==> config.mk <==
export PLATFORM = sky130hd
export DESIGN_NAME = arb_req_queue
export DESIGN_NICKNAME = d
export VERILOG_FILES = /design/src/rtl/arb_pkg.sv /design/src/rtl/arb_req_fifo.sv /design/src/rtl/arb_req_queue.sv
export SDC_FILE = /design/constraint.sdc
export NUM_CORES = 1
export LEC_CHECK = 0
export CAP_MARGIN = 20
export CORE_MARGIN = 5
export CORE_UTILIZATION = 45
export DETAILED_ROUTE_END_ITERATION = 16
export GPL_ROUTABILITY_DRIVEN = 0
export PLACE_DENSITY_LB_ADDON = 0.15
export SETUP_SLACK_MARGIN = 0.2
export SLEW_MARGIN = 20
export SYNTH_ARGS = -nofsm -noshare
export SYNTH_HDL_FRONTEND = slang
export SYNTH_SLANG_ARGS = --single-unit
==> constraint.sdc <==
create_clock -name clk -period 1.6 [get_ports clk]
set_input_delay 0.32 -clock clk [delete_from_list [all_inputs] [get_ports clk]]
set_output_delay 0.32 -clock clk [all_outputs]
set_load 0.05 [all_outputs]
==> src/rtl/arb_pkg.sv <==
// Shared types and one-hot helpers for the arbiter request-queue front-end.
package arb_pkg;

  localparam int unsigned NUM_REQS_DEF = 4;
  localparam int unsigned VEC_MAX      = 32;

  typedef logic [NUM_REQS_DEF-1:0] req_vec_t;

  // True when at most one bit is set; callers zero-extend narrower vectors.
  function automatic logic onehot_chk(input logic [VEC_MAX-1:0] v);
    return (v & (v - 1'b1)) == '0;
  endfunction

  function automatic logic [4:0] onehot_enc(input logic [VEC_MAX-1:0] v);
    logic [4:0] idx;
    idx = '0;
    for (int unsigned i = 0; i < VEC_MAX; i++) begin
      if (v[i]) idx = 5'(i);
    end
    return idx;
  endfunction

endpackage

==> src/rtl/arb_req_fifo.sv <==
// Single-requestor circular buffer; pointers carry one extra wrap bit.
module arb_req_fifo
  import arb_pkg::*;
#(
  parameter int unsigned DEPTH  = 4,
  parameter int unsigned DATA_W = 8
) (
  input  logic              clk,
  input  logic              rst,
  input  logic              i_push,
  input  logic [DATA_W-1:0] i_data,
  input  logic              i_pop,
  output logic              o_full,
  output logic              o_empty,
  output logic [DATA_W-1:0] o_head
);

  localparam int unsigned AW = $clog2(DEPTH);

  logic [AW:0]       r_wr_ptr;
  logic [AW:0]       r_rd_ptr;
  logic [DATA_W-1:0] r_mem [DEPTH];
  logic              w_push;
  logic              w_pop;

  assign o_empty = (r_wr_ptr == r_rd_ptr);
  assign o_full  = (r_wr_ptr[AW] != r_rd_ptr[AW]) &&
                   (r_wr_ptr[AW-1:0] == r_rd_ptr[AW-1:0]);
  assign o_head  = r_mem[r_rd_ptr[AW-1:0]];
  assign w_push  = i_push && !o_full;
  assign w_pop   = i_pop && !o_empty;

  always_ff @(posedge clk) begin
    if (rst) begin
      r_wr_ptr <= '0;
      r_rd_ptr <= '0;
    end else begin
      if (w_push) r_wr_ptr <= r_wr_ptr + 1'b1;
      if (w_pop)  r_rd_ptr <= r_rd_ptr + 1'b1;
    end
  end

  always_ff @(posedge clk) begin
    if (w_push) r_mem[r_wr_ptr[AW-1:0]] <= i_data;
  end

endmodule

==> src/rtl/arb_req_queue.sv <==
// Per-requestor queues feeding random_arbiter; grant pops onto one tagged channel.
// Optional starvation monitor: define ARB_REQ_QUEUE_STARVE_MON_EN.
module arb_req_queue
  import arb_pkg::*;
#(
  parameter int unsigned NUM_REQS = NUM_REQS_DEF,
  parameter int unsigned DEPTH    = 4,
  parameter int unsigned DATA_W   = 8,
  parameter int unsigned STARVE_K = 50
) (
  input  logic                         clk,
  input  logic                         rst,
  input  logic [NUM_REQS-1:0]          in_valid,
  output logic [NUM_REQS-1:0]          in_ready,
  input  logic [NUM_REQS*DATA_W-1:0]   in_data,
  output logic [NUM_REQS-1:0]          req,
  input  logic [NUM_REQS-1:0]          grant,
  output logic                         out_valid,
  input  logic                         out_ready,
  output logic [DATA_W-1:0]            out_data,
  output logic [$clog2(NUM_REQS)-1:0]  out_src,
  output logic                         grant_err,
  output logic [NUM_REQS-1:0]          starve
);

  localparam int unsigned SW = $clog2(NUM_REQS);

  logic [NUM_REQS-1:0] w_full;
  logic [NUM_REQS-1:0] w_empty;
  logic [NUM_REQS-1:0] w_pop;
  logic [DATA_W-1:0]   w_head [NUM_REQS];
  logic [VEC_MAX-1:0]  w_grant_ext;
  logic                w_multi;
  logic                w_hit;
  logic                w_g_ok;
  logic [SW-1:0]       w_src;
  logic                r_grant_err;

  for (genvar i = 0; i < NUM_REQS; i++) begin : g_q
    arb_req_fifo #(
      .DEPTH  (DEPTH),
      .DATA_W (DATA_W)
    ) u_fifo (
      .clk     (clk),
      .rst     (rst),
      .i_push  (in_valid[i]),
      .i_data  (in_data[i*DATA_W +: DATA_W]),
      .i_pop   (w_pop[i]),
      .o_full  (w_full[i]),
      .o_empty (w_empty[i]),
      .o_head  (w_head[i])
    );
    assign w_pop[i] = w_g_ok && out_ready && (w_src == SW'(i));
  end

  assign in_ready = ~w_full;
  assign req      = ~w_empty;

  // A legal grant is exactly one bit, aimed at a queue that currently requests.
  assign w_grant_ext = VEC_MAX'(grant);
  assign w_multi     = !onehot_chk(w_grant_ext);
  assign w_hit       = (|grant) && !w_multi;
  assign w_src       = SW'(onehot_enc(w_grant_ext));
  assign w_g_ok      = w_hit && req[w_src];

  assign out_valid = w_g_ok;
  assign out_src   = w_src;
  assign out_data  = w_head[w_src];
  assign grant_err = r_grant_err;

  always_ff @(posedge clk) begin
    if (rst) begin
      r_grant_err <= 1'b0;
    end else if (w_multi || (w_hit && !req[w_src])) begin
      r_grant_err <= 1'b1;
    end
  end

`ifdef ARB_REQ_QUEUE_STARVE_MON_EN
  localparam logic [7:0] STARVE_K8 = 8'(STARVE_K);

  for (genvar i = 0; i < NUM_REQS; i++) begin : g_mon
    logic [7:0] r_wait;
    logic [7:0] w_wait_nxt;
    logic       r_starve;

    always_comb begin
      w_wait_nxt = r_wait;
      if (w_pop[i])                    w_wait_nxt = '0;
      else if (req[i] && r_wait != '1) w_wait_nxt = r_wait + 1'b1;
    end

    // Level is taken from the next count so a pop clears it one cycle later.
    always_ff @(posedge clk) begin
      if (rst) begin
        r_wait   <= '0;
        r_starve <= 1'b0;
      end else begin
        r_wait   <= w_wait_nxt;
        r_starve <= (w_wait_nxt >= STARVE_K8);
      end
    end

    assign starve[i] = r_starve;
  end
`else
  assign starve = '0;
`endif

endmodule
# Word-level counts from Yosys, hierarchy flattened

Memory sizes are Yosys's and may differ from the RTL's. A register that Yosys moved wholly into a read port is not among the register bits.
Index checks and enable logic that the tools add are counted.
Widths: inputs -> output; s select.

Add/subtract/negate cells: 9
Order comparisons: 2
Equal/unequal tests: 15
Muxes and demuxes: 24
Bitwise logic cells: 4
Reduce and logical (&&, ||, !) cells: 34

Operators by type and width:

| kind                | count |
|---|---|
| $and 4x32->32       | 1 |
| $logic_not 32->1    | 1 |
| $add 3x1->3 const B | 8 |
| $logic_and 1x1->1   | 20 |
| $mux 2              | 10 |
| $bmux 8 s2          | 1 |
| $mux 8              | 2 |
| $eq 3x3->1          | 4 |
| $logic_not 1->1     | 10 |
| $mux 1              | 10 |
| $eq 2x2->1          | 4 |
| $not 4->4           | 2 |
| $sub 4x1->5 const B | 1 |
| $eq 2x2->1 const B  | 2 |
| $ne 1x1->1          | 4 |
| $reduce_or 4->1     | 1 |
| $ge 3x3->1 const B  | 1 |
| $lt 2x3->1 const B  | 1 |
| $not 2->3           | 1 |
| $bmux 1 s2          | 1 |
| $eq 2x1->1 const B  | 1 |
| $logic_not 2->1     | 1 |
| $logic_or 1x1->1    | 1 |

Register bits after elaboration: 25
Memory bits (writable): 128
Input port bits: 43
Output and inout bits: 24
Word-level logic and storage cells: 101
Memories: 4

Memory list:

| memory              | words | width | rd ports | clocked after Yosys merged registers in | write ports | line               | source |
|---|---|---|---|---|---|---|---|
| g_q[0].u_fifo.r_mem | 4     | 8     | 1        | 1                                       | 1           | arb_req_fifo.sv:22 | `logic [DATA_W-1:0] r_mem [DEPTH];` |
| g_q[1].u_fifo.r_mem | 4     | 8     | 1        | 1                                       | 1           | arb_req_fifo.sv:22 |  |
| g_q[2].u_fifo.r_mem | 4     | 8     | 1        | 1                                       | 1           | arb_req_fifo.sv:22 |  |
| g_q[3].u_fifo.r_mem | 4     | 8     | 1        | 1                                       | 1           | arb_req_fifo.sv:22 |  |

# Logic depth before layout (Yosys ltp)

Depth after elaboration: 11
Mapped depth: 7
Mapped depth without buffers: 5

# Cells and area by module

A second synthesis with hierarchy kept.

Cell total of the unflattened synthesis: 510
Area total of the unflattened synthesis: 7377.1 um2

Modules (own cells, without submodules):

| module        | instances | cells each | area each (um2) | sequential area each (um2) |
|---|---|---|---|---|
| arb_req_fifo  | 4         | 110        | 1731.7          | 1121.1 |
| arb_req_queue | 1         | 70         | 450.4           | 20.0 |

# Worst setup path after synthesis

Ideal clock, no wire load.

Path type: flip-flop to output port
Start: reg g_q[0].u_fifo.r_rd_ptr[2]
End: out out_valid
Arrival: 2.060 ns
Required time: 1.280 ns
Setup slack: -0.780 ns
Stages on the path, launching flop included: 6
Buffers on the path: 0
Cells stage by stage: dfxtp_1 > xor2_1 > nand3b_2 > mux2i_1 > a21o_1 > a21oi_1

Longest elaborated chain between the ends: 5

RTL lines:

| item                         | line                | source |
|---|---|---|
| start: declaration           | arb_req_fifo.sv:21  | `logic [AW:0] r_rd_ptr;` |
| start signal: assignment     | arb_req_fifo.sv:39  | `if (w_pop) r_rd_ptr <= r_rd_ptr + 1'b1;` |
| $eq 3x3->1                   | arb_req_fifo.sv:26  | `assign o_empty = (r_wr_ptr == r_rd_ptr);` |
| $not 4->4                    | arb_req_queue.sv:57 | `assign req = ~w_empty;` |
| net req[0]                   | arb_req_queue.sv:16 | `output logic [NUM_REQS-1:0] req,` |
| $bmux 1 s2                   | arb_req_queue.sv:64 | `assign w_g_ok = w_hit && req[w_src];` |
| $mux 1 (implied by the code) | arb_req_queue.sv:64 |  |
| $logic_and 1x1->1            | arb_req_queue.sv:64 |  |
| end: declaration             | arb_req_queue.sv:18 | `output logic out_valid,` |

The timed path passes the listed nets, and every way through them passes these cells. The select of a mux whose other input is x is not followed.

==> metrics.csv <==
metric,value,unit
status,finished with violations,
violations,negative setup slack,
p_per_area,1080,mW/mm2
drc,0,
crit_top_cell,buf_12,
synthAdderAreaFrac,3.72,%
finalWorstSetupSlack,-0.700,ns
min_path_cells,6,
swShare,23.0,%
ys_ff_latch,161,
timing.max_cap.violations,0,
wl_met1,6.28,mm
num-nets-final,635,
fp.dieH,132,um
p_int,8.13,mW
synth.distinct_cells,39,
rows,44,
rrSetupSlack,-0.17,ns
top_layer,met4,
leakage,3.59,nW
first_pass_iters,4,
cts_buffers,17,
grt_pass1_vias,4159,
fin_crit_sh,144,%
synth_flop_cell,edfxtp_1,
dieArea,0.0175,mm2
port_buffers,62,
power,10.6,mW
seqPwrFrac,45.2,%
path_cells,buf_12 > mux4_2 > mux2i_1 > buf_4 > a21oi_4 > buf_12,
reg2reg_depth,7,
clockBufferDepth,2,
dp_slack,-0.435,ns
ant_nets,0,
synth-seq-area-share,66.9,%
rr_endpoint,g_q[3].u_fifo.r_mem[1][0]$_DFFE_PP_,
die_w,132,um
dpl.cell_count,699,
path_class,reg -> out,
synthXorXnorAreaFrac,4.11,%
setup_violations,52,
timing.setup.tns,-11.75,ns
cts_hold_buf,0,
holdCritPathClass,in -> reg,
async_flop_share,0,%
finalCoreUtilization,67.1,%
wl_met2,7.41,mm
netlist_instances,407,
worstPathArrival,1.98,ns
power_frac_comb,15.8,%
ir_drop,0.722,mV
viasPerCell,5.16,
timing.fmax,0.435,GHz
synth_compound_area_share,4.00,%
finalMaxSlewViolations,0,
ios,67,
synthSimpleGateAreaFrac,6.51,%
regArea,0.00455,mm2
nFillCells,968,
startpoint_type,flop,
overflow,0,
cp-end-kind,output port,
rsz0062_at_grt,true,
required,1.28,ns
crit_family,multiplexers,
initial_utilization,46.1,%
syn_avg_cell_area,16.5,um2
num_antenna_cells,0,
htree_levels,4,
wl_met3,804,um
routedWlPerCell,19.2,um
min_to,g_q[1].u_fifo.r_rd_ptr[2]$_SDFFE_PP0P_,
finClkSkew,0.00834,ns
reg2reg_from,g_q[3].u_fifo.r_rd_ptr[0]$_SDFFE_PP0P_,
place_area,0.00835,mm2
hold_viol,0,
final_cell_mix,"edfxtp_1, buf_4, clkdlybuf4s50_1",
antenna_found_initial,0,
cp_num_buf_inv,3,
clk_pin_slew,0.06,ns
area_growth,45.5,%
syn_area,0.00673,mm2
grt_max_degree,17,
wirelength,14.7,mm
dr_total_vias,3961,
clock-sinks,161,
cpMaxStageDelayCell,mux4_2,
grt_pass1_wl,23.0,mm
cts_root_buffer,clkbuf_16,
synth_top_family_by_area,multiplexers,
clock_latency,0.42,ns
fp.coreArea,0.0146,mm2
final_cell_count_no_fill,768,
dp_hpwl,10.0,mm
multi_input_area,0.00266,mm2
synth_edf_count,128,
yosys_warnings,0,
power.share.clock,39.0,%
max_stage_delay,0.54,ns
synth.area.mux_share,12.2,%
period_needed,2.30,ns
drive_above_1_share,50.5,%
hold_ws,0.463,ns
layout_commonest_cell,edfxtp_1,
grt_usage,17.3,%
final_cell_area,0.00980,mm2
hold_start,grant[3],
cts_tree,done,
switching_power,2.43,mW
drt_iter0_drc,224,
cp_max_fo,4,
## Yosys cell counts, types with 3 or more instances
| master | n | area, um2 |
|---|---|---|
| mux4_2 | 32 | 721 |
| ha_1 | 20 | 250 |
| and2_2 | 3 | 22.5 |
| clkbuf_1 | 7 | 26.3 |
| xor2_1 | 10 | 87.6 |
| inv_1 | 15 | 56.3 |
| o22ai_1 | 8 | 50.1 |
| and3_1 | 3 | 18.8 |
| a31oi_4 | 4 | 85.1 |
| nand3_1 | 9 | 45.0 |
| and2_4 | 4 | 35.0 |
| a21oi_1 | 17 | 85.1 |
| mux2i_1 | 10 | 100 |
| xnor2_1 | 16 | 140 |
| buf_4 | 4 | 30.0 |
| dfxtp_1 | 33 | 661 |
| nor2_1 | 35 | 131 |
| buf_2 | 6 | 30.0 |
| nand3b_2 | 4 | 45.0 |
| and2_1 | 9 | 56.3 |
| nand2_1 | 10 | 37.5 |
| edfxtp_1 | 128 | 3840 |
## repair_timing
| action | 4_1_cts | 5_1_grt |
|---|---|---|
| pin swaps | 47 | 30 |
| resized for setup | 101 | 44 |
| setup buffers | 28 | 6 |
| cloned | 4 | 0 |
| endpoints found under the setup margin | 169 | 178 |
## metal layers
metal | global-route usage, % | vias up
met5 | 0 | -
met4 | 5.09 | 0
met3 | 5.00 | 19
met2 | 27.2 | 105
met1 | 23.5 | 1982
li1 | - | 1855
## worst register-to-register path, cell delays in order (launching register included)
cell and delay, ns:
dfxtp_4 0.36, xnor2_4 0.15, buf_6 0.12, buf_6 0.10, buf_6 0.11, buf_6 0.11
a31oi_4 0.22, and2_4 0.28
## kinds of logic after synthesis
family	count (synthesis)
flops	161
other cells	1
simple gates	83
xor+xnor	29
mux	42
buf+inv	35
compound gates	36
fa+ha+maj	20
## how the worst max path moves through the flow
stage | cells after the start | start | endpoint
6_report | 6 | flop | out_data[5]
5_1_grt | 6 | flop | out_data[5]
4_1_cts | 6 | flop | out_data[5]
3_5_place_dp | 7 | grant[2] | out_data[6]
3_3_place_gp | 7 | grant[1] | out_valid
2_1_floorplan | 5 | g_q[1].u_fifo.r_rd_ptr[2]$_SDFFE_PP0P_ | out_valid
## area by class of cell
class                           count  area share, %
Inverter                           15          0.600
Multi-Input combinational cell    218           27.2
Clock inverter                     12           1.70
Clock buffer                       19           4.42
Tap cell                          184           2.35
Sequential cell                   161           46.5
Timing Repair Buffer              159           17.3
## power by group through the flow
stage	registers, mW	logic (mW)	clock network, mW
final	4.77	1.67	4.12
after global routing	4.79	1.77	4.37
after CTS	4.77	1.57	4.17
after detailed placement	4.86	1.36	0
after global placement	4.85	1.35	0
after floorplan	4.86	0.696	0
## flip-flops by register name (all words and copies together) (netlist names), named ones only
signal               cells
grant_err                1
g_q.u_fifo.r_wr_ptr     12
g_q.u_fifo.r_mem       128
g_q.u_fifo.r_rd_ptr     12
Power figures use the tool's default switching activity.
